`config.mk`:
```
export PLATFORM = sky130hd
export DESIGN_NAME = n3_deserializer
export DESIGN_NICKNAME = d
export VERILOG_FILES = /design/src/rtl/n3_deser_pkg.sv /design/src/rtl/n3_shift_collector.sv /design/src/rtl/n3_deserializer.sv
export SDC_FILE = /design/constraint.sdc
export NUM_CORES = 1
export LEC_CHECK = 0
export ABC_AREA = 1
export BUFFER_PORTS_ARGS = -buffer_cell sky130_fd_sc_hd__buf_2
export CAP_MARGIN = 15
export CORE_MARGIN = 3
export CORE_UTILIZATION = 50
export DETAILED_ROUTE_END_ITERATION = 8
export GPL_TIMING_DRIVEN = 1
export PLACE_DENSITY = 0.81
export SYNTH_ARGS = -nofsm -noshare
export SYNTH_HDL_FRONTEND = slang
export SYNTH_SLANG_ARGS = --single-unit
```
`constraint.sdc`:
```
create_clock -name clk -period 2.8 [get_ports clk]
set_clock_uncertainty 0.15 [all_clocks]
set_input_delay 0.56 -clock clk [delete_from_list [all_inputs] [get_ports clk]]
set_output_delay 0.56 -clock clk [all_outputs]
set_load 0.03 [all_outputs]
```
`src/rtl/n3_deser_pkg.sv`:
```
// rtl/n3_deser_pkg.sv - shared types, defaults and helpers for the n3 deserializer
// Contents: output FSM state enum, default WIDTH/CNT_W, bit_idx width helper.
package n3_deser_pkg;

    localparam int DEF_WIDTH = 8;
    localparam int DEF_CNT_W = 16;

    typedef enum logic {
        EMPTY = 1'b0,
        FULL  = 1'b1
    } out_state_t;

    function automatic int bit_idx_width(input int width);
        return $clog2(width);
    endfunction

endpackage

```
`src/rtl/n3_shift_collector.sv`:
```
// rtl/n3_shift_collector.sv - LSB-first serial-to-parallel collector for the n3 bit stream
// Ports:
//   clk, reset       clock and synchronous active-high reset
//   n3, in_en        serial bit and its qualifier
//   flush            drops the partial word (wins over in_en)
//   bit_idx          bits collected so far in the current word
//   done             one-cycle pulse, combinational, on the edge that completes a word
//   word             completed word, valid while done=1
module n3_shift_collector
    import n3_deser_pkg::*;
#(
    parameter int WIDTH = DEF_WIDTH,
    parameter int IDX_W = bit_idx_width(DEF_WIDTH)
) (
    input  logic             clk,
    input  logic             reset,
    input  logic             n3,
    input  logic             in_en,
    input  logic             flush,
    output logic [IDX_W-1:0] bit_idx,
    output logic             done,
    output logic [WIDTH-1:0] word
);

    logic [WIDTH-1:0] sr;
    logic             last;

    assign last = (bit_idx == IDX_W'(WIDTH - 1));
    // The word is formed from the incoming bit directly so the top can
    // register it on the same edge that shifts the final bit in.
    assign word = {n3, sr[WIDTH-1:1]};
    assign done = in_en & ~flush & last;

    always_ff @(posedge clk) begin
        if (reset) begin
            sr      <= '0;
            bit_idx <= '0;
        end else if (flush) begin
            sr      <= '0;
            bit_idx <= '0;
        end else if (in_en) begin
            sr      <= word;
            bit_idx <= last ? '0 : bit_idx + IDX_W'(1);
        end
    end

endmodule

```
`src/rtl/n3_deserializer.sv`:
```
// rtl/n3_deserializer.sv - collects the n3 stream into WIDTH-bit words on a valid/ready output
// Ports:
//   clk, reset            clock and synchronous active-high reset
//   n3, in_en, flush      serial input, qualifier, partial-word discard
//   clr_ovf               clears the sticky overflow flag
//   out_data/out_valid/out_ready   word output handshake
//   bit_idx               bits in the current partial word
//   word_count            accepted words, wraps
//   overflow              sticky: a completed word was dropped
module n3_deserializer
    import n3_deser_pkg::*;
#(
    parameter int WIDTH = DEF_WIDTH,
    parameter int CNT_W = DEF_CNT_W
) (
    input  logic                              clk,
    input  logic                              reset,
    input  logic                              n3,
    input  logic                              in_en,
    input  logic                              flush,
    input  logic                              clr_ovf,
    output logic [WIDTH-1:0]                  out_data,
    output logic                              out_valid,
    input  logic                              out_ready,
    output logic [bit_idx_width(WIDTH)-1:0]   bit_idx,
    output logic [CNT_W-1:0]                  word_count,
    output logic                              overflow
);

    localparam int IDX_W = bit_idx_width(WIDTH);

    out_state_t       state, next_state;
    logic             done;
    logic [WIDTH-1:0] word;
    logic             load;
    logic             drop;

    n3_shift_collector #(
        .WIDTH (WIDTH),
        .IDX_W (IDX_W)
    ) u_collector (
        .clk     (clk),
        .reset   (reset),
        .n3      (n3),
        .in_en   (in_en),
        .flush   (flush),
        .bit_idx (bit_idx),
        .done    (done),
        .word    (word)
    );

    assign out_valid = (state == FULL);

    always_ff @(posedge clk) begin
        if (reset) begin
            state <= EMPTY;
        end else begin
            state <= next_state;
        end
    end

    // A completion while FULL either replaces the word being consumed this
    // edge or, if the consumer is stalled, is discarded and flagged.
    always_comb begin
        next_state = state;
        load       = 1'b0;
        drop       = 1'b0;
        case (state)
            EMPTY: begin
                if (done) begin
                    next_state = FULL;
                    load       = 1'b1;
                end
            end
            FULL: begin
                if (done) begin
                    if (out_ready) begin
                        load = 1'b1;
                    end else begin
                        drop = 1'b1;
                    end
                end else if (out_ready) begin
                    next_state = EMPTY;
                end
            end
            default: next_state = EMPTY;
        endcase
    end

    always_ff @(posedge clk) begin
        if (reset) begin
            out_data <= '0;
        end else if (load) begin
            out_data <= word;
        end
    end

    always_ff @(posedge clk) begin
        if (reset) begin
            word_count <= '0;
        end else if (out_valid && out_ready) begin
            word_count <= word_count + CNT_W'(1);
        end
    end

    // A drop on the same edge as clr_ovf keeps the flag set.
    always_ff @(posedge clk) begin
        if (reset) begin
            overflow <= 1'b0;
        end else if (drop) begin
            overflow <= 1'b1;
        end else if (clr_ovf) begin
            overflow <= 1'b0;
        end
    end

endmodule

```
After elaboration in Yosys (flattened, before gate mapping)
Cells that the tools add are included.
{"block": "word_totals", "wordCells": 28, "regBits": 37, "output_inout_bits": 29}
{"block": "classes", "n_reduce_logical": 3, "muxes": 12, "n_bitwise": 4, "add_sub_neg": 2, "n_eq_ne": 1}
{"op": "$add 16x1->16 const B", "count": 1}
{"op": "$mux 1", "count": 9}
{"op": "$pmux 1 s2", "count": 2}
{"op": "$add 3x1->3 const B", "count": 1}
{"op": "$eq 3x3->1 const B", "count": 1}
{"op": "$mux 3", "count": 1}
{"op": "$and 1x1->1", "count": 2}
{"op": "$not 1->1", "count": 2}
{"op": "$reduce_bool 2->1", "count": 1}
{"op": "$reduce_or 2->1", "count": 1}
{"op": "$logic_and 1x1->1", "count": 1}

Longest topological paths before layout
{"block": "logic_depth", "word_depth": 6, "depth_mapped": 8, "mapped_depth_nobuf": 8}

Modules after synthesis
A second synthesis with hierarchy kept.
{"block": "hier_totals", "hier_cells": 224, "area_unflattened_um2": 1596.5}
{"mod": "n3_deserializer", "instances": 1, "area_per_inst_um2": 1197.4, "cells_each": 174, "seq_area_each_um2": 520.5}
{"mod": "n3_shift_collector", "instances": 1, "area_per_inst_um2": 399.1, "cells_each": 50, "seq_area_each_um2": 200.2}

Worst setup path after synthesis
Ideal clock, no wire load.
{"block": "synth_path", "path_kind": "reg2reg", "start": "register u_collector.bit_idx[0]", "end": "register out_data[1]", "setup_ns": 0.066, "path_stages_with_launch": 8, "period_less_slack_ns": 1.626, "arrival_time_ns": 1.410, "path_slack_ns": 1.174, "path_cell_list": "dfxtp_1 -> ha_1 -> ha_1 -> nand2_4 -> nor2_4 -> buf_8 -> o21ai_2 -> a21oi_2"}
{"block": "synth_between", "elab_chain_cells": 4, "elab_cells_between_ends": 5, "cone_classes": "1 x eq/ne; 3 x mux; 1 x bitwise"}
{"item": "from (decl)", "line": "n3_shift_collector.sv:20", "text": "output logic [IDX_W-1:0] bit_idx,"}
{"item": "from (signal assigned)", "line": "n3_shift_collector.sv:43", "text": "bit_idx <= last ? '0 : bit_idx + IDX_W'(1);"}
{"item": "$eq 3x3->1 (*)", "line": "n3_shift_collector.sv:28", "text": "assign last = (bit_idx == IDX_W'(WIDTH - 1));"}
{"item": "$and 1x1->1 (*)", "line": "n3_shift_collector.sv:32", "text": "assign done = in_en & ~flush & last;"}
{"item": "$mux 1 (on tied branches)", "line": "n3_deserializer.sv:76, n3_deserializer.sv:70"}
{"item": "$pmux 1 s2 (*)", "line": "n3_deserializer.sv:68", "text": "case (state)"}
{"item": "to (signal assigned)", "line": "n3_deserializer.sv:94", "text": "out_data <= word;"}
{"item": "to (decl)", "line": "n3_deserializer.sv:22", "text": "output logic [WIDTH-1:0] out_data,"}
Every way passes the cells marked *; elsewhere a longest branch is shown, timed or not.
A chain may end at the register's enable or synchronous reset.

Worst setup path in the final report
{"block": "layout_path", "start": "register word_count[2]", "end": "output port word_count[2]"}
{"item": "from (decl)", "line": "n3_deserializer.sv:26", "text": "output logic [CNT_W-1:0] word_count,"}
{"item": "from (signal assigned)", "line": "n3_deserializer.sv:102", "text": "word_count <= word_count + CNT_W'(1);"}
No word-level cell between the ends.

==> qor.yml <==
clock_latency_ns: 0.34
place_congestion: 0.759
numCtsBuffers: 5
cp.buffers_inverters: 1
crit_type: "reg -> out"
cts_resized: 0
htree_levels: 2
maxSlewViolCount: 0
max_freq_mhz: 568
finalSetupTns_ns: 0
ir_drop_mv: 0.362
fp-row-count: 19
worst_pin_slew_ns: 0.394
die-area_um2: 3950
die_w_um: 62.8
cts_tree: "yes"
start_util_pct: 55.2
boundaryPins: 36
routed_via_density: 4.96
power.density_nw_per_um2: 448
startpoint_type: "register"
layout_commonest_cell: "dfxtp_1"
cp.arrival_ns: 1.05
finalCriticalPeriod_ns: 1.76
grt_usage_pct: 18.0
period_share_pct: 62.9
cts_buffer_depth: 2
endpoint_kind: "output port"
cp_slowest_cell: "dfxtp_1"
layout_common_cells: "36 x dfxtp_1, 35 x buf_2, 34 x nor2_1, 32 x nand2_1, 18 x a21oi_1"
ys_ff_latch: 36
syn_area_per_cell_um2: 7.99
setup_viol: 0
synth_seq_area_share_pct: 44.7
antenna_found_initial: 0
hold_viol_final: 0
final_area_um2: 1860
synth_cell_types: 31
cp_top_family: "flip-flops"
crit_chain: "buf_2"
drc: 0
n_antenna_cell: 0
synth.net_count: 212
die_h_um: 62.8
post-cts-setup-buffers: 0
post_drt_wl_per_cell_um: 11.5
slew_headroom_pct: 73.7
min-delay-path-class: "in -> reg"
clk_pin_slew_ns: 0.12
cts-root-buf: "clkbuf_4"
status: "complete, no violations"
finish.utilization_pct: 63.5
ant_nets: 0
cts.sinks: 36
holdWs_ns: 0.320
yosys_warnings: 0
grt-ovfl-total: 0
total_power_uw: 831
grt_pass1_vias: 1341
grt_max_degree: 19
dr.pass1.iters: 4
final_nets: 249
drt-total-wl_um: 3250
netlist_area_um2: 1610
required_ns: 2.09
worst-path-max-fanout: 6
drive_gt1_share_pct: 29.6
area_growth_pct: 15.0
place_area_um2: 1800
ctsHoldBuffers: 0
hpwl_um: 2450
grt_pass1_wl_um: 5720
syn_inst: 202
num_vias: 1400
io_buffers: 35
drt_iter0_markers: 96
power.leakage_nw: 0.799
rsz0062_at_grt: "false"
core_um2: 2920
drv_cap: 0
fill_cells: 276
critical_path.max_stage_delay_ns: 0.47
Yosys cell counts, drive strengths merged:
library cell  number  area, um^2
inv               21        81.3
buf                5        41.3
xor2               3        26.3
xnor2              1        8.76
ha                 3        37.5
a31oi              2        12.5
or2                1        6.26
nor2              42         211
nand2             35         144
o21ai             18         116
a211oi             1        7.51
o21bai             1        7.51
dfxtp             36         721
nor3               1        5.00
nand3              8        55.1
and2               1        6.26
nand4              3        18.8
a21oi             20         108
final timing paths:
check                                      startpoint                  endpoint  slack [ns]  cells past startpoint
setup / recovery           word_count[2]$_SDFFE_PP0P_             word_count[2]        1.04                      1
hold / removal                                     n3  out_data[7]$_SDFFE_PP0P_        0.32                      3
setup reg to reg  u_collector.bit_idx[0]$_SDFFE_PP0P_  out_data[4]$_SDFFE_PP0P_        1.08                      7
hold reg to reg                 overflow$_SDFFE_PP0P_     overflow$_SDFFE_PP0P_        0.32                      2
metal layers:
| metal | up-vias | routed length, um | global-route usage [%] |
|---|---|---|---|
| met3 | 5 | 152 | 4.86 |
| li1 | 728 | - | - |
| met5 | - | 0 | 0 |
| met2 | 32 | 1580 | 31.3 |
| met4 | 0 | 29 | 7.44 |
| met1 | 635 | 1490 | 20.6 |
report_power, final:
part           switching [mW]  internal, mW
Clock                   0.180        0.0965
Combinational          0.0254        0.0114
Sequential            0.00231         0.515
logic make-up (layout without fill, tap and decap cells):
group / count (synthesis) / after routing / synth area share (%)
adder cells (fa/ha/maj): 3 / 3 / 2.33
XOR/XNOR: 4 / 4 / 2.17
AND/OR/NAND/NOR: 91 / 91 / 27.7
AO/OA/AOI/OAI: 42 / 42 / 15.6
flip-flops: 36 / 36 / 44.7
buffers and inverters: 26 / 64 / 7.60
stage by stage:
| stage | std cells | setup WS (ns) |
|---|---|---|
| 2_1_floorplan | 202 | 1.17 |
| 3_3_place_gp | 274 | 0.970 |
| 3_5_place_dp | 274 | 0.874 |
| 4_1_cts | 282 | 1.03 |
| 5_1_grt | 282 | 0.929 |
| 6_report | 282 | 1.04 |
state kept, by name (all words and copies together), names as in the netlist:
register             flops
out_valid                1
overflow                 1
out_data                 8
word_count              16
u_collector.bit_idx      3
u_collector.sr           7
layout make-up:
| class | instances | area, um^2 | share of cell area (%) |
|---|---|---|---|
| multi-input combinational | 140 | 771 | 41.5 |
| sequential | 36 | 721 | 38.8 |
| timing repair buffer | 35 | 175 | 9.43 |
| inverter | 21 | 81.3 | 4.38 |
| tap | 42 | 52.6 | 2.83 |
| clock buffer | 5 | 37.5 | 2.02 |
| clock inverter | 3 | 18.8 | 1.01 |
No activity file was read; power rests on OpenSTA's default activity.
